==> src/rtl/dataint_ecc_hamming_decode_secded_pipe.sv <==
// ---------------------------------------------------------------------------
// dataint_ecc_hamming_decode_secded_pipe
//
// Two-stage pipelined SECDED Hamming decoder for LANES independent codewords
// per beat, with valid/ready flow control on both sides.
//
// Codeword layout, per lane of CW bits:
//   index i (0..CW-2)  -> Hamming position i+1
//                         parity bits at positions 2^j
//                         data bits fill the remaining positions in ascending order
//   index CW-1         -> overall even parity over indices 0..CW-2
//
// Stage 1 registers the raw codewords, syndromes and overall parity mismatch.
// Stage 2 registers the corrected data, per-lane error flags and syndromes.
// Saturating error counters and a sticky first-error capture update on the
// output handshake.
//
// Ports:
//   i_clk, i_rst            clock, asynchronous active-high reset
//   i_valid / o_ready       input beat handshake
//   i_hamming_data          LANES codewords, lane k at [k*CW +: CW]
//   o_valid / i_ready       output beat handshake
//   o_data                  corrected data, lane k at [k*WIDTH +: WIDTH]
//   o_single_err            per-lane corrected single error (qualified by o_valid)
//   o_double_err            per-lane uncorrectable error (qualified by o_valid)
//   o_syndrome              per-lane syndrome, lane k at [k*P +: P]
//   i_clr_counts            synchronous clear of counters and sticky capture
//   o_sec_count             saturating count of corrected single errors
//   o_ded_count             saturating count of double errors
//   o_first_err_valid       sticky: an errored beat has been delivered
//   o_first_err_lane        lowest errored lane of that first beat
//   o_first_err_syndrome    syndrome of that lane
// ---------------------------------------------------------------------------
module dataint_ecc_hamming_decode_secded_pipe #(
    parameter int  WIDTH     = 32,
    parameter int  LANES     = 2,
    parameter int  CNT_WIDTH = 16,
    localparam int P         = $clog2(WIDTH + $clog2(WIDTH) + 1),
    localparam int CW        = WIDTH + P + 1,
    localparam int LW        = (LANES > 1) ? $clog2(LANES) : 1
) (
    input  logic                     i_clk,
    input  logic                     i_rst,
    input  logic                     i_valid,
    output logic                     o_ready,
    input  logic [LANES*CW-1:0]      i_hamming_data,
    output logic                     o_valid,
    input  logic                     i_ready,
    output logic [LANES*WIDTH-1:0]   o_data,
    output logic [LANES-1:0]         o_single_err,
    output logic [LANES-1:0]         o_double_err,
    output logic [LANES*P-1:0]       o_syndrome,
    input  logic                     i_clr_counts,
    output logic [CNT_WIDTH-1:0]     o_sec_count,
    output logic [CNT_WIDTH-1:0]     o_ded_count,
    output logic                     o_first_err_valid,
    output logic [LW-1:0]            o_first_err_lane,
    output logic [P-1:0]             o_first_err_syndrome
);

    // Width of a per-beat error popcount and of the saturating adder.
    localparam int PCW = $clog2(LANES + 1);
    localparam int SW  = ((CNT_WIDTH > PCW) ? CNT_WIDTH : PCW) + 1;

    // -----------------------------------------------------------------------
    // Helper functions
    // -----------------------------------------------------------------------

    // Syndrome bit j is the XOR of every covered bit whose position has bit j set.
    function automatic logic [P-1:0] calc_syndrome(input logic [CW-1:0] cw);
        logic [P-1:0]  syn;
        logic [31:0]   pos;
        syn = '0;
        for (int i = 0; i < CW - 1; i++) begin
            pos = 32'(i + 1);
            for (int j = 0; j < P; j++) begin
                syn[j] = syn[j] ^ (cw[i] & pos[j]);
            end
        end
        return syn;
    endfunction

    // Gather data bits from the non-power-of-two positions. Bits are shifted in
    // from the top so the lowest such position ends up in data bit 0.
    function automatic logic [WIDTH-1:0] extract_data(input logic [CW-1:0] cw);
        logic [WIDTH-1:0] data;
        logic [31:0]      pos;
        data = '0;
        for (int i = 0; i < CW - 1; i++) begin
            pos = 32'(i + 1);
            if ((pos & (pos - 32'd1)) != 32'd0) begin
                data = {cw[i], data[WIDTH-1:1]};
            end else begin
                data = data;
            end
        end
        return data;
    endfunction

    // Number of set bits in a per-lane flag vector.
    function automatic logic [PCW-1:0] popcount(input logic [LANES-1:0] v);
        logic [PCW-1:0] cnt;
        cnt = '0;
        for (int k = 0; k < LANES; k++) begin
            cnt = cnt + PCW'(v[k]);
        end
        return cnt;
    endfunction

    // Add and clamp at all-ones; any carry out of CNT_WIDTH means saturation.
    function automatic logic [CNT_WIDTH-1:0] sat_add(input logic [CNT_WIDTH-1:0] a,
                                                     input logic [PCW-1:0]       b);
        logic [SW-1:0] sum;
        sum = SW'(a) + SW'(b);
        if (sum[SW-1:CNT_WIDTH] != '0) begin
            return '1;
        end else begin
            return sum[CNT_WIDTH-1:0];
        end
    endfunction

    // -----------------------------------------------------------------------
    // State
    // -----------------------------------------------------------------------
    logic                     s1_valid_q, s1_valid_d;
    logic [LANES*CW-1:0]      s1_cw_q, s1_cw_d;
    logic [LANES*P-1:0]       s1_syn_q, s1_syn_d;
    logic [LANES-1:0]         s1_pm_q, s1_pm_d;

    logic                     s2_valid_q, s2_valid_d;
    logic [LANES*WIDTH-1:0]   s2_data_q, s2_data_d;
    logic [LANES-1:0]         s2_single_q, s2_single_d;
    logic [LANES-1:0]         s2_double_q, s2_double_d;
    logic [LANES*P-1:0]       s2_syn_q, s2_syn_d;

    logic [CNT_WIDTH-1:0]     sec_count_q, sec_count_d;
    logic [CNT_WIDTH-1:0]     ded_count_q, ded_count_d;
    logic                     first_valid_q, first_valid_d;
    logic [LW-1:0]            first_lane_q, first_lane_d;
    logic [P-1:0]             first_syn_q, first_syn_d;

    logic                     s1_en_s;
    logic                     s2_en_s;
    logic                     out_hs_s;

    // Each stage may load when it is empty or when its content moves on.
    assign s2_en_s  = ~s2_valid_q | i_ready;
    assign s1_en_s  = ~s1_valid_q | s2_en_s;
    assign out_hs_s = s2_valid_q & i_ready;

    // Stage 1 next state: capture codewords, syndromes and parity mismatch.
    always_comb begin
        s1_valid_d = s1_valid_q;
        s1_cw_d    = s1_cw_q;
        s1_syn_d   = s1_syn_q;
        s1_pm_d    = s1_pm_q;
        if (s1_en_s) begin
            s1_valid_d = i_valid;
            if (i_valid) begin
                s1_cw_d = i_hamming_data;
                for (int k = 0; k < LANES; k++) begin
                    s1_syn_d[k*P +: P] = calc_syndrome(i_hamming_data[k*CW +: CW]);
                    s1_pm_d[k]         = ^i_hamming_data[k*CW +: CW];
                end
            end else begin
                s1_cw_d = s1_cw_q;
            end
        end else begin
            s1_valid_d = s1_valid_q;
        end
    end

    // Stage 2 next state: classify each lane, correct in-range single errors.
    always_comb begin : s2_next_comb
        logic [CW-1:0]          lane_cw;
        logic [P-1:0]           lane_syn;
        logic                   syn_nz;
        logic                   in_range;
        logic                   fix_en;
        logic [LANES*WIDTH-1:0] data_c;
        logic [LANES-1:0]       single_c;
        logic [LANES-1:0]       double_c;

        data_c   = '0;
        single_c = '0;
        double_c = '0;
        for (int k = 0; k < LANES; k++) begin
            lane_cw  = s1_cw_q[k*CW +: CW];
            lane_syn = s1_syn_q[k*P +: P];
            syn_nz   = |lane_syn;
            // A syndrome pointing past the last covered index cannot be a
            // single error; it is reported as uncorrectable.
            in_range = (32'(lane_syn) < 32'(CW));
            fix_en   = s1_pm_q[k] & syn_nz & in_range;
            for (int i = 0; i < CW - 1; i++) begin
                lane_cw[i] = lane_cw[i] ^ (fix_en & (32'(lane_syn) == 32'(i + 1)));
            end
            data_c[k*WIDTH +: WIDTH] = extract_data(lane_cw);
            // pm with zero syndrome is an error in the overall parity bit only.
            single_c[k] = s1_pm_q[k] & (~syn_nz | in_range);
            double_c[k] = syn_nz & (~s1_pm_q[k] | ~in_range);
        end

        s2_valid_d  = s2_valid_q;
        s2_data_d   = s2_data_q;
        s2_single_d = s2_single_q;
        s2_double_d = s2_double_q;
        s2_syn_d    = s2_syn_q;
        if (s2_en_s) begin
            s2_valid_d = s1_valid_q;
            if (s1_valid_q) begin
                s2_data_d   = data_c;
                s2_single_d = single_c;
                s2_double_d = double_c;
                s2_syn_d    = s1_syn_q;
            end else begin
                s2_data_d = s2_data_q;
            end
        end else begin
            s2_valid_d = s2_valid_q;
        end
    end

    // Counters and sticky first-error capture; clear wins over any update.
    always_comb begin : status_next_comb
        logic [LANES-1:0] err_any;
        logic [LW-1:0]    cap_lane;
        logic [P-1:0]     cap_syn;

        err_any  = s2_single_q | s2_double_q;
        cap_lane = '0;
        cap_syn  = '0;
        // Walk downward so the lowest errored lane is the one left selected.
        for (int k = LANES - 1; k >= 0; k--) begin
            if (err_any[k]) begin
                cap_lane = LW'(k);
                cap_syn  = s2_syn_q[k*P +: P];
            end else begin
                cap_lane = cap_lane;
            end
        end

        sec_count_d   = sec_count_q;
        ded_count_d   = ded_count_q;
        first_valid_d = first_valid_q;
        first_lane_d  = first_lane_q;
        first_syn_d   = first_syn_q;
        if (i_clr_counts) begin
            sec_count_d   = '0;
            ded_count_d   = '0;
            first_valid_d = 1'b0;
            first_lane_d  = '0;
            first_syn_d   = '0;
        end else if (out_hs_s) begin
            sec_count_d = sat_add(sec_count_q, popcount(s2_single_q));
            ded_count_d = sat_add(ded_count_q, popcount(s2_double_q));
            if (~first_valid_q && (|err_any)) begin
                first_valid_d = 1'b1;
                first_lane_d  = cap_lane;
                first_syn_d   = cap_syn;
            end else begin
                first_valid_d = first_valid_q;
            end
        end else begin
            sec_count_d = sec_count_q;
        end
    end

    // All state flops; reset empties the pipeline and clears status.
    always_ff @(posedge i_clk or posedge i_rst) begin
        if (i_rst) begin
            s1_valid_q    <= 1'b0;
            s1_cw_q       <= '0;
            s1_syn_q      <= '0;
            s1_pm_q       <= '0;
            s2_valid_q    <= 1'b0;
            s2_data_q     <= '0;
            s2_single_q   <= '0;
            s2_double_q   <= '0;
            s2_syn_q      <= '0;
            sec_count_q   <= '0;
            ded_count_q   <= '0;
            first_valid_q <= 1'b0;
            first_lane_q  <= '0;
            first_syn_q   <= '0;
        end else begin
            s1_valid_q    <= s1_valid_d;
            s1_cw_q       <= s1_cw_d;
            s1_syn_q      <= s1_syn_d;
            s1_pm_q       <= s1_pm_d;
            s2_valid_q    <= s2_valid_d;
            s2_data_q     <= s2_data_d;
            s2_single_q   <= s2_single_d;
            s2_double_q   <= s2_double_d;
            s2_syn_q      <= s2_syn_d;
            sec_count_q   <= sec_count_d;
            ded_count_q   <= ded_count_d;
            first_valid_q <= first_valid_d;
            first_lane_q  <= first_lane_d;
            first_syn_q   <= first_syn_d;
        end
    end

    assign o_ready              = s1_en_s;
    assign o_valid              = s2_valid_q;
    assign o_data               = s2_data_q;
    assign o_single_err         = s2_single_q;
    assign o_double_err         = s2_double_q;
    assign o_syndrome           = s2_syn_q;
    assign o_sec_count          = sec_count_q;
    assign o_ded_count          = ded_count_q;
    assign o_first_err_valid    = first_valid_q;
    assign o_first_err_lane     = first_lane_q;
    assign o_first_err_syndrome = first_syn_q;

endmodule

==> config.mk <==
export PLATFORM = sky130hd
export DESIGN_NAME = dataint_ecc_hamming_decode_secded_pipe
export DESIGN_NICKNAME = d
export VERILOG_FILES = /design/src/rtl/dataint_ecc_hamming_decode_secded_pipe.sv
export SDC_FILE = /design/constraint.sdc
export NUM_CORES = 1
export LEC_CHECK = 0
export ABC_AREA = 1
export BUFFER_PORTS_ARGS = -buffer_cell sky130_fd_sc_hd__buf_2
export CORE_MARGIN = 3
export CORE_UTILIZATION = 30
export CTS_CLUSTER_SIZE = 8
export DETAILED_ROUTE_END_ITERATION = 8
export HOLD_SLACK_MARGIN = 0.12
export PLACE_DENSITY = 0.56
export RECOVER_POWER = 50
export SETUP_SLACK_MARGIN = 0.3
export SLEW_MARGIN = 20
export SYNTH_ARGS = -nofsm -noshare
export SYNTH_HDL_FRONTEND = slang
export SYNTH_SLANG_ARGS = --single-unit
==> constraint.sdc <==
create_clock -name i_clk -period 12.49 [get_ports i_clk]
set_clock_uncertainty 0.05 [all_clocks]
set_input_delay 1.249 -clock i_clk [delete_from_list [all_inputs] [get_ports i_clk]]
set_output_delay 1.249 -clock i_clk [all_outputs]
set_load 0.05 [all_outputs]
==> metrics.txt <==
status=finished, violations left; failing checks=capacitance limit, slew limit; initial antenna violation count=3; R2R cell count=4; Compound-Gate Fraction of Synth Area=8.45%; Worst Tran Pin Value=4.40 ns; reg-to-reg endpoint=o_data[18]; Worst Setup SP=i_ready; first-pass GRT wire length=62100 um; Critical Path AT=5.35 ns; Min-Delay Startpoint=o_data[62]; Synth Area per Inst=6.98 sq um; hold endpoint=o_data[62]; post-synthesis sequential area ratio=39.6%; GRT Total Usage=17.5%; final hold vios=0; antenna cells=0; grt ovf=0; Max-Cap Viols=2; post-cts gate resize count=0; die area=44700 sq um; Clock Tree Root=clkbuf_16; Post-CTS Repair Setup Buffers=0; FP Rows=74; RSZ-0062 raised after global routing=false; fin area=14600 sq um; 1st-iter DRT viols=839; CTS tree=yes; Post-CTS Hold Fix Bufs=0; area grow syn2layout=15.2%; die width=211 um; Slowest cell on crit path=clkbuf_1; wire length per cell=15.6 um; CP delay by family, top=buffers and inverters; Worst Path Required=12.57 ns; dpl hpwl=30600 um; post-synth top area share=39.6%; Routed Antenna Nets=0; CP Cell Sequence=clkbuf_1 -> inv_1 -> nand2_1 -> nand2_1 -> clkbuf_1 -> o21ai_0; Max VDD drop=97.7 uV; Synth cell types=45; EDFF count, synth=0; H-Tree Level Count=4; Synth warnings=0; fmax=190 MHz; via/cell ratio=4.68; Critical Path Source Type=primary input; layout cell share with drive strength beyond 1=7.75%; post-synthesis adder-cell area fraction=0.514%; Setup CP Type=primary input to flip-flop; Port Buffers=204; setup TNS=0 ns; die height=211 um; final worst slack=7.22 ns; final net count=2063; CP max stage delay=3.10 ns; main combinational cell family by area after synthesis=simple AND/OR/NAND/NOR gates; Syn Nets=1900; Async S/R FF share, synth=100%; Remaining DRCs=0; RR Startpoint=o_valid; cells after synthesis=1813; Sink Count=200; Clock Path Buffers=2; reg2reg setup slack=7.78 ns; Synth Cell Area=12600 sq um; vias in the first global route=11302; Post-DP Area=14100 sq um; Initial DRT Pass Iterations=8; final core utilization=35.4%; via count=11789; max_slew headroom=-193%; drt total wl=39200 um; Main synth FF type=dfrtp_1; Critical path buffers and inverters=3; pre-CTS worst setup slack=8.93 ns; Area contributors post-synth=dfrtp_1 40%, nand2_1 21%, xor2_1 7.3%; period utilization=42.2%; pwr dens=174 nW/um^2; post-synthesis cell type with the largest combined area=dfrtp_1; largest net degree at the start of global routing=115; minimum clock period=5.27 ns; leakage power=0.00742 uW; Worst Hold Depth=2; Initial Util=30.7%; worst-path maximum fanout=114; clock-pin slew on the worst setup and hold paths=0.08 ns; GPL Wtd Cong=0.894; Min Hold Slack=0.433 ns; Clk Latency, worst-skew pair=0.44 ns; # IOs=205; simple-gate share of the synthesized area=32.2%; core box area=41200 sq um; final number of setup-violating endpoints=0; total CTS buffers=17; XOR/XNOR Fraction of Synth Area=11.3%; HP Class=flip-flop to flip-flop; fin. max-slew vios=195; FF+latch count, synth=200; mux cell area share after synthesis=0%; Worst setup EP type=flip-flop
-- through the flow --
stage / total power, uW / cells
floorplan: 1680 / 1813
global placement: 1980 / 2489
detailed placement: 1990 / 2489
CTS: 2580 / 2520
global route: 2700 / 2520
finish: 2540 / 2520
-- tightest hold or removal path, stage by stage (launching register included) --
cell,delay (ns)
dfrtp_1,0.35
nand2_1,0.06
nand2_1,0.05
-- cell usage after synthesis, types with 4 or more instances --
cell and number:
o211ai_1 6, clkbuf_1 37, or2_1 4, xor2_1 106, nand3_1 142, o21ai_0 123, a21o_1 13, buf_2 25
nand4_1 8, inv_2 10, nor3_1 14, nand2_1 715, a21oi_1 8, o21ai_1 35, dfrtp_1 200, xnor2_1 56
nor2_1 81, nor2_2 7, o22ai_1 5, nand3b_1 8, inv_1 178
-- area by class of cell --
class                      instances  area [sq um]
fill                            4411         26600
multi-input combinational       1357          6650
sequential                       200          5000
timing repair buffer             210           920
inverter                         190           714
tap                              532           666
clock buffer                      17           425
clock inverter                    14           188
-- power breakdown --
| group | switching [uW] | leakage (uW) | internal [uW] | total [uW] |
|---|---|---|---|---|
| Sequential | 148 | 0.00253 | 790 | 937 |
| Combinational | 788 | 0.00459 | 232 | 1020 |
| Clock | 274 | 0.000293 | 305 | 579 |
-- layout by cell type (no fill, tap or decap), drive strengths merged, types with 2 or more instances in the layout --
master / n
and3: 2
a21o: 13
clkinvlp: 3
nor3b: 2
nand4: 9
bufinv: 2
o22ai: 5
nor2: 89
clkbuf: 132
nand3: 142
fa: 2
clkinv: 6
o21ai: 158
xor2: 106
o211ai: 6
xnor2: 57
or2: 5
a31oi: 2
buf: 95
inv: 193
dfrtp: 200
nand3b: 8
ha: 2
nor4: 2
nand2: 717
nor3: 15
o31ai: 2
a21oi: 8
-- logic make-up (layout without fill, tap and decap cells) --
logic type,count (synthesis),after routing
buffers and inverters,256,431
and+or+nand+nor,992,992
DFF,200,200
AOI/OAI and AO/OA,198,198
adders and majority gates,4,4
xor gates and xnor gates,163,163
-- state kept, by name, indices dropped and copies added, names as in the netlist, 2 cells and up --
name,cells
s1_pm_q,2
o_double_err,2
o_ded_count,16
o_first_err_syndrome,6
o_sec_count,16
o_syndrome,12
o_single_err,2
o_data,64
s1_syn_q,12
s1_cw_q,64
-- how the worst max path moves through the flow --
stage	endpoint	cells past startpoint
final	o_data[18]	6
after global routing	o_data[53]	6
after CTS	o_ready	4
after detailed placement	s1_cw_q[28]	4
after global placement	s1_cw_q[28]	4
after floorplan	o_data[0]	1
-- layer usage --
metal | track usage [%] | share of wire [%] | up-vias
met5 | 0 | 0.099 | -
li1 | - | - | 6003
met4 | 4.34 | 1.6 | 6
met1 | 26.1 | 50 | 5443
met2 | 26.3 | 42 | 289
met3 | 3.39 | 6.0 | 48
Power figures use the tool's default switching activity.
